## src/rtl/testdrive_axi4_read_arbiter_pkg.sv

```systemverilog
// Shared encodings for the AXI4 read arbiter: burst and response codes, FSM states
// and the beat-size helper.
package testdrive_axi4_pkg;

  localparam int AXI4_LEN_WIDTH = 8;

  typedef enum logic [1:0] {
    BURST_FIXED = 2'b00,
    BURST_INCR  = 2'b01,
    BURST_WRAP  = 2'b10
  } burst_t;

  typedef enum logic [1:0] {
    RESP_OKAY   = 2'b00,
    RESP_EXOKAY = 2'b01,
    RESP_SLVERR = 2'b10,
    RESP_DECERR = 2'b11
  } resp_t;

  typedef enum logic {
    ARB_IDLE = 1'b0,
    ARB_ADDR = 1'b1
  } arb_state_t;

  // AxSIZE encoding for a full-width beat of the given data bus width
  function automatic logic [2:0] axi_size(input int data_width);
    return 3'($clog2(data_width / 8));
  endfunction

endpackage

```

## src/rtl/testdrive_axi4_read_arbiter_if.sv

```systemverilog
// Bus bundles for the read arbiter: the shared AXI4 AR/R channel and the
// flattened per-port requester side.
interface testdrive_axi4_read_arbiter_if #(
  parameter int C_ADDR_WIDTH      = 32,
  parameter int C_DATA_WIDTH      = 128,
  parameter int C_THREAD_ID_WIDTH = 4
);
  import testdrive_axi4_pkg::*;

  logic [C_THREAD_ID_WIDTH-1:0] arid;
  logic [C_ADDR_WIDTH-1:0]      araddr;
  logic [AXI4_LEN_WIDTH-1:0]    arlen;
  logic [2:0]                   arsize;
  logic [1:0]                   arburst;
  logic                         arvalid;
  logic                         arready;
  logic [C_THREAD_ID_WIDTH-1:0] rid;
  logic [C_DATA_WIDTH-1:0]      rdata;
  logic [1:0]                   rresp;
  logic                         rlast;
  logic                         rvalid;
  logic                         rready;

  modport master (
    output arid, araddr, arlen, arsize, arburst, arvalid, rready,
    input  arready, rid, rdata, rresp, rlast, rvalid
  );

  modport slave (
    input  arid, araddr, arlen, arsize, arburst, arvalid, rready,
    output arready, rid, rdata, rresp, rlast, rvalid
  );
endinterface

interface testdrive_axi4_read_req_if #(
  parameter int C_PORTS      = 4,
  parameter int C_ADDR_WIDTH = 32,
  parameter int C_DATA_WIDTH = 128
);
  logic [C_PORTS-1:0]              req_valid;
  logic [C_PORTS-1:0]              req_ready;
  logic [C_PORTS*C_ADDR_WIDTH-1:0] req_addr;
  logic [C_PORTS*8-1:0]            req_len;
  logic [C_PORTS-1:0]              rsp_valid;
  logic [C_PORTS-1:0]              rsp_ready;
  logic [C_DATA_WIDTH-1:0]         rsp_data;
  logic [1:0]                      rsp_resp;
  logic                            rsp_last;

  modport master (
    output req_valid, req_addr, req_len, rsp_ready,
    input  req_ready, rsp_valid, rsp_data, rsp_resp, rsp_last
  );

  modport slave (
    input  req_valid, req_addr, req_len, rsp_ready,
    output req_ready, rsp_valid, rsp_data, rsp_resp, rsp_last
  );
endinterface

```

## src/rtl/testdrive_axi4_read_arbiter_rr.sv

```systemverilog
// Combinational round-robin picker: first request at or after the pointer wins,
// wrapping back to index 0.
module testdrive_rr_arbiter #(
  parameter int N = 4,
  localparam int IW = $clog2(N)
) (
  input  logic [N-1:0]  req,
  input  logic [IW-1:0] pointer,
  output logic [N-1:0]  grant,
  output logic [IW-1:0] index,
  output logic          valid
);

  int cand;

  always_comb begin
    grant = '0;
    index = '0;
    valid = 1'b0;
    cand  = 0;
    for (int i = 0; i < N; i++) begin
      cand = (int'(pointer) + i) % N;
      if (!valid && req[IW'(cand)]) begin
        valid             = 1'b1;
        grant[IW'(cand)]  = 1'b1;
        index             = IW'(cand);
      end
    end
  end

endmodule

```

## src/rtl/testdrive_axi4_read_arbiter.sv

```systemverilog
// Shares one AXI4 read channel among C_PORTS requesters: round-robin AR grant with
// the port index as ARID, per-port outstanding limit, and RID-routed R beats.
module testdrive_axi4_read_arbiter
  import testdrive_axi4_pkg::*;
#(
  parameter int C_PORTS           = 4,
  parameter int C_ADDR_WIDTH      = 32,
  parameter int C_DATA_WIDTH      = 128,
  parameter int C_THREAD_ID_WIDTH = 4,
  parameter int C_MAX_OUTSTANDING = 4
) (
  input  logic clk,
  input  logic rst_n,
  testdrive_axi4_read_req_if.slave      req,
  testdrive_axi4_read_arbiter_if.master axi,
  output logic err
);

  localparam int PW = $clog2(C_PORTS);
  localparam int TW = C_THREAD_ID_WIDTH;
  localparam logic [3:0] MAX_CNT = 4'(C_MAX_OUTSTANDING);
  localparam logic [2:0] AR_SIZE = axi_size(C_DATA_WIDTH);

  if (C_THREAD_ID_WIDTH < PW) begin : g_bad_id_width
    $error("C_THREAD_ID_WIDTH too narrow to carry a port index");
  end

  arb_state_t state, state_next;

  logic [C_PORTS-1:0] eligible;
  logic [C_PORTS-1:0] grant;
  logic [PW-1:0]      grant_idx;
  logic               grant_valid;
  logic [PW-1:0]      ptr;
  logic [PW-1:0]      cur;
  logic [C_ADDR_WIDTH-1:0]   addr_q;
  logic [AXI4_LEN_WIDTH-1:0] len_q;
  logic [3:0]         cnt [C_PORTS];

  logic [C_PORTS-1:0] req_ready_c;
  logic               take;
  logic               ar_fire;

  logic               rid_ok;
  logic               rready_c;
  logic [C_PORTS-1:0] rsp_valid_c;
  logic [C_PORTS-1:0] inc_vec;
  logic [C_PORTS-1:0] hit_vec;
  logic [C_PORTS-1:0] dec_vec;
  logic [C_PORTS-1:0] zero_vec;
  logic               bad_rid;
  logic               zero_hit;

  always_comb begin
    eligible = '0;
    for (int p = 0; p < C_PORTS; p++) begin
      eligible[p] = req.req_valid[p] && (cnt[p] < MAX_CNT);
    end
  end

  testdrive_rr_arbiter #(.N(C_PORTS)) u_rr (
    .req     (eligible),
    .pointer (ptr),
    .grant   (grant),
    .index   (grant_idx),
    .valid   (grant_valid)
  );

  always_ff @(posedge clk or negedge rst_n) begin
    if (!rst_n) state <= ARB_IDLE;
    else        state <= state_next;
  end

  // Ready is only offered while idle, so the AR payload stays frozen until ARREADY
  always_comb begin
    state_next  = state;
    req_ready_c = '0;
    take        = 1'b0;
    ar_fire     = 1'b0;
    case (state)
      ARB_IDLE: begin
        req_ready_c = grant;
        if (grant_valid) begin
          take       = 1'b1;
          state_next = ARB_ADDR;
        end
      end
      ARB_ADDR: begin
        if (axi.arready) begin
          ar_fire    = 1'b1;
          state_next = ARB_IDLE;
        end
      end
      default: state_next = ARB_IDLE;
    endcase
  end

  always_ff @(posedge clk or negedge rst_n) begin
    if (!rst_n) begin
      cur    <= '0;
      ptr    <= '0;
      addr_q <= '0;
      len_q  <= '0;
    end else begin
      if (take) begin
        cur    <= grant_idx;
        addr_q <= req.req_addr[grant_idx*C_ADDR_WIDTH +: C_ADDR_WIDTH];
        len_q  <= req.req_len[grant_idx*8 +: 8];
      end
      if (ar_fire) ptr <= (cur == PW'(C_PORTS - 1)) ? '0 : cur + 1'b1;
    end
  end

  // Out-of-range RIDs are swallowed so a stray beat never blocks the channel
  always_comb begin
    rid_ok      = 1'b0;
    rready_c    = 1'b1;
    rsp_valid_c = '0;
    for (int p = 0; p < C_PORTS; p++) begin
      if (axi.rid == TW'(p)) begin
        rid_ok         = 1'b1;
        rready_c       = req.rsp_ready[p];
        rsp_valid_c[p] = axi.rvalid;
      end
    end
  end

  always_comb begin
    inc_vec  = '0;
    hit_vec  = '0;
    dec_vec  = '0;
    zero_vec = '0;
    for (int p = 0; p < C_PORTS; p++) begin
      inc_vec[p]  = ar_fire && (cur == PW'(p));
      hit_vec[p]  = rsp_valid_c[p] && rready_c;
      dec_vec[p]  = hit_vec[p] && axi.rlast;
      zero_vec[p] = (cnt[p] == 4'd0);
    end
    bad_rid  = axi.rvalid && !rid_ok;
    zero_hit = |(hit_vec & ~inc_vec & zero_vec);
  end

  always_ff @(posedge clk or negedge rst_n) begin
    if (!rst_n) begin
      for (int p = 0; p < C_PORTS; p++) cnt[p] <= '0;
      err <= 1'b0;
    end else begin
      for (int p = 0; p < C_PORTS; p++) begin
        if (inc_vec[p] && !dec_vec[p])
          cnt[p] <= cnt[p] + 1'b1;
        else if (dec_vec[p] && !inc_vec[p] && !zero_vec[p])
          cnt[p] <= cnt[p] - 1'b1;
      end
      if (bad_rid || zero_hit) err <= 1'b1;
    end
  end

  assign req.req_ready = req_ready_c;
  assign req.rsp_valid = rsp_valid_c;
  assign req.rsp_data  = axi.rdata;
  assign req.rsp_resp  = axi.rresp;
  assign req.rsp_last  = axi.rlast;

  assign axi.arvalid = (state == ARB_ADDR);
  assign axi.arid    = TW'(cur);
  assign axi.araddr  = addr_q;
  assign axi.arlen   = len_q;
  assign axi.arsize  = AR_SIZE;
  assign axi.arburst = BURST_INCR;
  assign axi.rready  = rready_c;

endmodule

```

## src/flat_wrapper.sv

```systemverilog
// flat-port wrapper written by rule: the top's interface ports become plain ports
module testdrive_axi4_read_arbiter_flat import testdrive_axi4_pkg::*;
#(
  parameter int C_PORTS           = 4,
  parameter int C_ADDR_WIDTH      = 32,
  parameter int C_DATA_WIDTH      = 128,
  parameter int C_THREAD_ID_WIDTH = 4,
  parameter int C_MAX_OUTSTANDING = 4
)
  (clk, rst_n, err, req_req_valid, req_req_addr, req_req_len, req_rsp_ready, req_req_ready, req_rsp_valid, req_rsp_data, req_rsp_resp, req_rsp_last, axi_arid, axi_araddr, axi_arlen, axi_arsize, axi_arburst, axi_arvalid, axi_rready, axi_arready, axi_rid, axi_rdata, axi_rresp, axi_rlast, axi_rvalid);
  testdrive_axi4_read_req_if #(.C_PORTS(C_PORTS), .C_ADDR_WIDTH(C_ADDR_WIDTH), .C_DATA_WIDTH(C_DATA_WIDTH)) req_i ();
  testdrive_axi4_read_arbiter_if #(.C_ADDR_WIDTH(C_ADDR_WIDTH), .C_DATA_WIDTH(C_DATA_WIDTH), .C_THREAD_ID_WIDTH(C_THREAD_ID_WIDTH)) axi_i ();
  input  logic clk;
  input  logic rst_n;
  output logic err;
  input wire logic [$bits(req_i.req_valid)-1:0] req_req_valid;
  input wire logic [$bits(req_i.req_addr)-1:0] req_req_addr;
  input wire logic [$bits(req_i.req_len)-1:0] req_req_len;
  input wire logic [$bits(req_i.rsp_ready)-1:0] req_rsp_ready;
  output wire logic [$bits(req_i.req_ready)-1:0] req_req_ready;
  output wire logic [$bits(req_i.rsp_valid)-1:0] req_rsp_valid;
  output wire logic [$bits(req_i.rsp_data)-1:0] req_rsp_data;
  output wire logic [$bits(req_i.rsp_resp)-1:0] req_rsp_resp;
  output wire logic [$bits(req_i.rsp_last)-1:0] req_rsp_last;
  output wire logic [$bits(axi_i.arid)-1:0] axi_arid;
  output wire logic [$bits(axi_i.araddr)-1:0] axi_araddr;
  output wire logic [$bits(axi_i.arlen)-1:0] axi_arlen;
  output wire logic [$bits(axi_i.arsize)-1:0] axi_arsize;
  output wire logic [$bits(axi_i.arburst)-1:0] axi_arburst;
  output wire logic [$bits(axi_i.arvalid)-1:0] axi_arvalid;
  output wire logic [$bits(axi_i.rready)-1:0] axi_rready;
  input wire logic [$bits(axi_i.arready)-1:0] axi_arready;
  input wire logic [$bits(axi_i.rid)-1:0] axi_rid;
  input wire logic [$bits(axi_i.rdata)-1:0] axi_rdata;
  input wire logic [$bits(axi_i.rresp)-1:0] axi_rresp;
  input wire logic [$bits(axi_i.rlast)-1:0] axi_rlast;
  input wire logic [$bits(axi_i.rvalid)-1:0] axi_rvalid;
  assign req_i.req_valid = req_req_valid;
  assign req_i.req_addr = req_req_addr;
  assign req_i.req_len = req_req_len;
  assign req_i.rsp_ready = req_rsp_ready;
  assign req_req_ready = req_i.req_ready;
  assign req_rsp_valid = req_i.rsp_valid;
  assign req_rsp_data = req_i.rsp_data;
  assign req_rsp_resp = req_i.rsp_resp;
  assign req_rsp_last = req_i.rsp_last;
  assign axi_arid = axi_i.arid;
  assign axi_araddr = axi_i.araddr;
  assign axi_arlen = axi_i.arlen;
  assign axi_arsize = axi_i.arsize;
  assign axi_arburst = axi_i.arburst;
  assign axi_arvalid = axi_i.arvalid;
  assign axi_rready = axi_i.rready;
  assign axi_i.arready = axi_arready;
  assign axi_i.rid = axi_rid;
  assign axi_i.rdata = axi_rdata;
  assign axi_i.rresp = axi_rresp;
  assign axi_i.rlast = axi_rlast;
  assign axi_i.rvalid = axi_rvalid;
  testdrive_axi4_read_arbiter #(.C_PORTS(C_PORTS), .C_ADDR_WIDTH(C_ADDR_WIDTH), .C_DATA_WIDTH(C_DATA_WIDTH), .C_THREAD_ID_WIDTH(C_THREAD_ID_WIDTH), .C_MAX_OUTSTANDING(C_MAX_OUTSTANDING)) u_core (.clk(clk), .rst_n(rst_n), .req(req_i), .axi(axi_i), .err(err));
endmodule
```

## config.mk

```make
export PLATFORM = sky130hd
export DESIGN_NAME = testdrive_axi4_read_arbiter_flat
export DESIGN_NICKNAME = d
export VERILOG_FILES = /design/src/rtl/testdrive_axi4_read_arbiter_pkg.sv /design/src/rtl/testdrive_axi4_read_arbiter_if.sv /design/src/rtl/testdrive_axi4_read_arbiter_rr.sv /design/src/rtl/testdrive_axi4_read_arbiter.sv /design/src/flat_wrapper.sv
export SDC_FILE = /design/constraint.sdc
export NUM_CORES = 1
export LEC_CHECK = 0
export ABC_AREA = 0
export CAP_MARGIN = 20
export CORE_AREA = 2 2 193 195
export DETAILED_ROUTE_END_ITERATION = 10
export DIE_AREA = 0 0 195 197
export PLACE_DENSITY = 0.57
export SETUP_SLACK_MARGIN = 0.3
export SYNTH_ARGS = -nofsm -noshare
export SYNTH_HDL_FRONTEND = slang
export SYNTH_SLANG_ARGS = --single-unit
```

## constraint.sdc

```tcl
create_clock -name clk -period 3.5 [get_ports clk]
set_clock_uncertainty 0.15 [all_clocks]
set_input_delay 0.875 -clock clk [delete_from_list [all_inputs] [get_ports clk]]
set_output_delay 0.875 -clock clk [all_outputs]
set_load 0.005 [all_outputs]
```

==> flow_summary.yaml <==
routing:
  ant_nets: 0
  drc: 0
  drt-initial-drc-count: 247
  dr.pass1.iters: 5
  num_vias: 5403
  wirelength_mm: 22.0
  via_per_inst: 4.25
  wire_per_inst_um: 17.3
power:
  p_per_area_mw_per_mm2: 931
  ir_worst_vdd_uv: 320
  power_leakage_nw: 3.57
cells_and_area:
  n_fill_cell: 3961
  fin_nets: 1130
  final_util_pct: 24.3
  drive_gt1_share_pct: 25.2
  syn_to_final_growth_pct: 51.4
  final_cells: 1272
grt:
  grt_max_degree: 63
  grt-ovfl-total: 0
  track_usage_pct: 11.1
  grt_pass1_wl_mm: 32.3
  antenna_found_initial: 0
  grt_pass1_vias: 5569
floorplan:
  fp.dieH_um: 197
  num_io_pins: 498
  start_util_pct: 16.0
  dieWidth_um: 195
  rows: 70
  fp.coreArea_mm2: 0.0363
  die_area_mm2: 0.0384
clock_network:
  clk_pin_slew_ns: 0.05
  cts-hold-fix-buffers: 0
  cts.path.max_buffers: 2
  cts_tree: "built"
  clk_latency_ns: 0.34
  cts_buffers: 9
  htree_levels: 3
  cts-root-buf: "clkbuf_16"
  cts_num_sinks: 62
critical_path:
  cp.depth: 9
  rr_endpoint: "u_core.axi.arlen[4]"
  critPathMaxStageDelay_ns: 0.57
  end_kind: "primary output"
  worst-path-buf-inv: 4
  required_ns: 2.47
  cp_top_family: "multiplexers"
  startpoint: "req_req_valid[3]"
  startpoint_type: "input pin"
  critPathKind: "input pin to primary output"
  cpMaxStageDelayCell: "mux4_2"
  rrSetupSlack_ns: 0.37
  crit_fanout: 4
  endpoint: "req_req_ready[0]"
  cp.arrival_ns: 2.49
  cp_cell_sequence: "buf_8, buf_4, nor3b_1, mux4_2, buf_4, a22o_1, nand2_1, a21oi_2, buf_2"
  r2r-start: "u_core.ptr[0]"
  cpMostUsedCell: "buf_4"
  reg2reg_depth: 13
run_status:
  run_status: "complete, but fails checks"
  violations: "setup timing"
logic_synthesis:
  synth_edf_count: 0
  ys_seq_area_share_pct: 26.7
  synth_largest_area_cell: "dfrtp_1"
  synthTopCellsByCount: "138 x buf_4, 62 x dfrtp_1, 55 x a21oi_1, 47 x nand3_1, 45 x o21ai_0"
  async_flop_share_pct: 100
  synth_seq_cells: 62
  synth_top_area_share_pct: 26.7
  syn-instance-count: 631
  yosys-top-cells-area: "dfrtp_1 27%, buf_4 18%, mux2_4 10%"
  synth_most_common_cell: "buf_4"
  syn_area_per_cell_um2: 9.20
  yosysWarnings: 0
  yosysUniqueCellTypes: 50
  synthFlopType: "dfrtp_1"
  syn_area_mm2: 0.00581
placed_design:
  dp.cells: 1247
  dpl.hpwl_mm: 16.8
  place_ws_ns: -0.940
  io_buffers: 230
  gp_congestion: 0.831
timing:
  max_freq_mhz: 284
  final.min_clock_period_ns: 3.52
  slew_headroom_pct: 38.2
  rsz0062_at_grt: "yes"
  hold_violations: 0
  maxSlewViolCount: 0
  worst_slack_ns: -0.0189
  post-route-period-util_pct: 101
  worst_pin_slew_ns: 0.927
  setup_viol: 2
  fin_setup_tns_ns: -0.0265
min_path:
  min_path_type: "register to register"
job:
  cap_violations: 0
-- per-layer routing --
metal / global-route usage [%] / share of wire (%) / up-vias
met3: 3.15 / 7.3 / 62
met2: 17.9 / 48 / 252
met4: 5.77 / 3.3 / 0
li1: - / - / 2500
met1: 13.6 / 42 / 2589
met5: 0 / 0 / -
-- through the flow --
stage	cell area, µm²	total power [W]	hold slack [ns]
3_5_place_dp	8330	0.00715	0.320
2_1_floorplan	5850	0.00462	0.318
6_report	8790	0.00818	0.329
3_3_place_gp	8330	0.00709	0.314
5_1_grt	8790	0.00878	0.357
4_1_cts	8710	0.00821	0.331
-- worst min-delay path by stage --
| stage | start | endpoint | slack, ns | cells past startpoint |
|---|---|---|---|---|
| 5_1_grt | u_core.err | u_core.err | 0.36 | 1 |
| 2_1_floorplan | u_core.err | u_core.err | 0.32 | 1 |
| 3_5_place_dp | u_core.err | u_core.err | 0.32 | 1 |
| 6_report | u_core.err | u_core.err | 0.33 | 1 |
| 3_3_place_gp | u_core.err | u_core.err | 0.31 | 1 |
| 4_1_cts | u_core.err | u_core.err | 0.33 | 1 |
-- placed cells by master, fill, tap and decap left out, types with 3 or more instances in the layout --
cell type	n
a22oi_1	4
inv_1	7
clkdlybuf4s50_1	212
xnor2_1	12
o211ai_1	5
fa_1	4
clkbuf_16	9
a221o_1	40
nor2_4	3
o21ai_1	4
buf_4	91
a21oi_2	6
nor2_1	12
conb_1	7
dlygate4sd2_1	6
o21ai_0	42
xor2_1	3
nor3b_1	3
mux2_4	39
mux4_2	4
ha_1	20
mux2_2	4
nand2_1	21
dfrtp_1	62
a31oi_1	4
buf_12	9
nor4_1	4
nand3b_1	3
or3b_4	4
nand4_1	4
a21o_1	4
nand3_1	46
a21oi_1	49
buf_2	7
-- logic make-up after synthesis --
group / synth area share (%)
AOI/OAI and AO/OA: 19.9
adders and majority gates: 5.69
other: 0.129
and+or+nand+nor: 10.8
buffers and inverters: 21.4
xor gates and xnor gates: 2.26
muxes: 13.1
DFF: 26.7
-- power breakdown --
part	total, W	internal, W	switching, W
clock network	0.000935	0.000565	0.000370
logic	0.00588	0.00313	0.00276
registers	0.00136	0.00108	0.000281
total	0.00818	0.00478	0.00341
-- layout make-up --
cell class	instances	area (µm²)	share of cell area, %
clock inverters	4	47.5	0.541
inverters	7	26.3	0.299
repair buffers	329	3120	35.5
well taps	468	586	6.66
diodes	1	2.50	0.0285
clock buffers	11	243	2.76
flip-flops and latches	62	1550	17.6
multi-input cells	390	3210	36.5
-- state kept, by name, indices dropped and copies added (netlist names) --
name,flops
u_core.cnt,16
u_core.ptr,2
u_core.err,1
u_core.axi.araddr,32
u_core.axi.arvalid,1
u_core.cur,2
u_core.axi.arlen,8
-- what timing repair did --
action                                 in CTS  in global routing
gates resized for setup                    60                 18
setup endpoints to repair                  55                 52
buffers inserted                            9                  0
pin swaps                                   8                  8
endpoints found under the hold margin       0                  0
No activity file was read; power rests on OpenSTA's default activity.
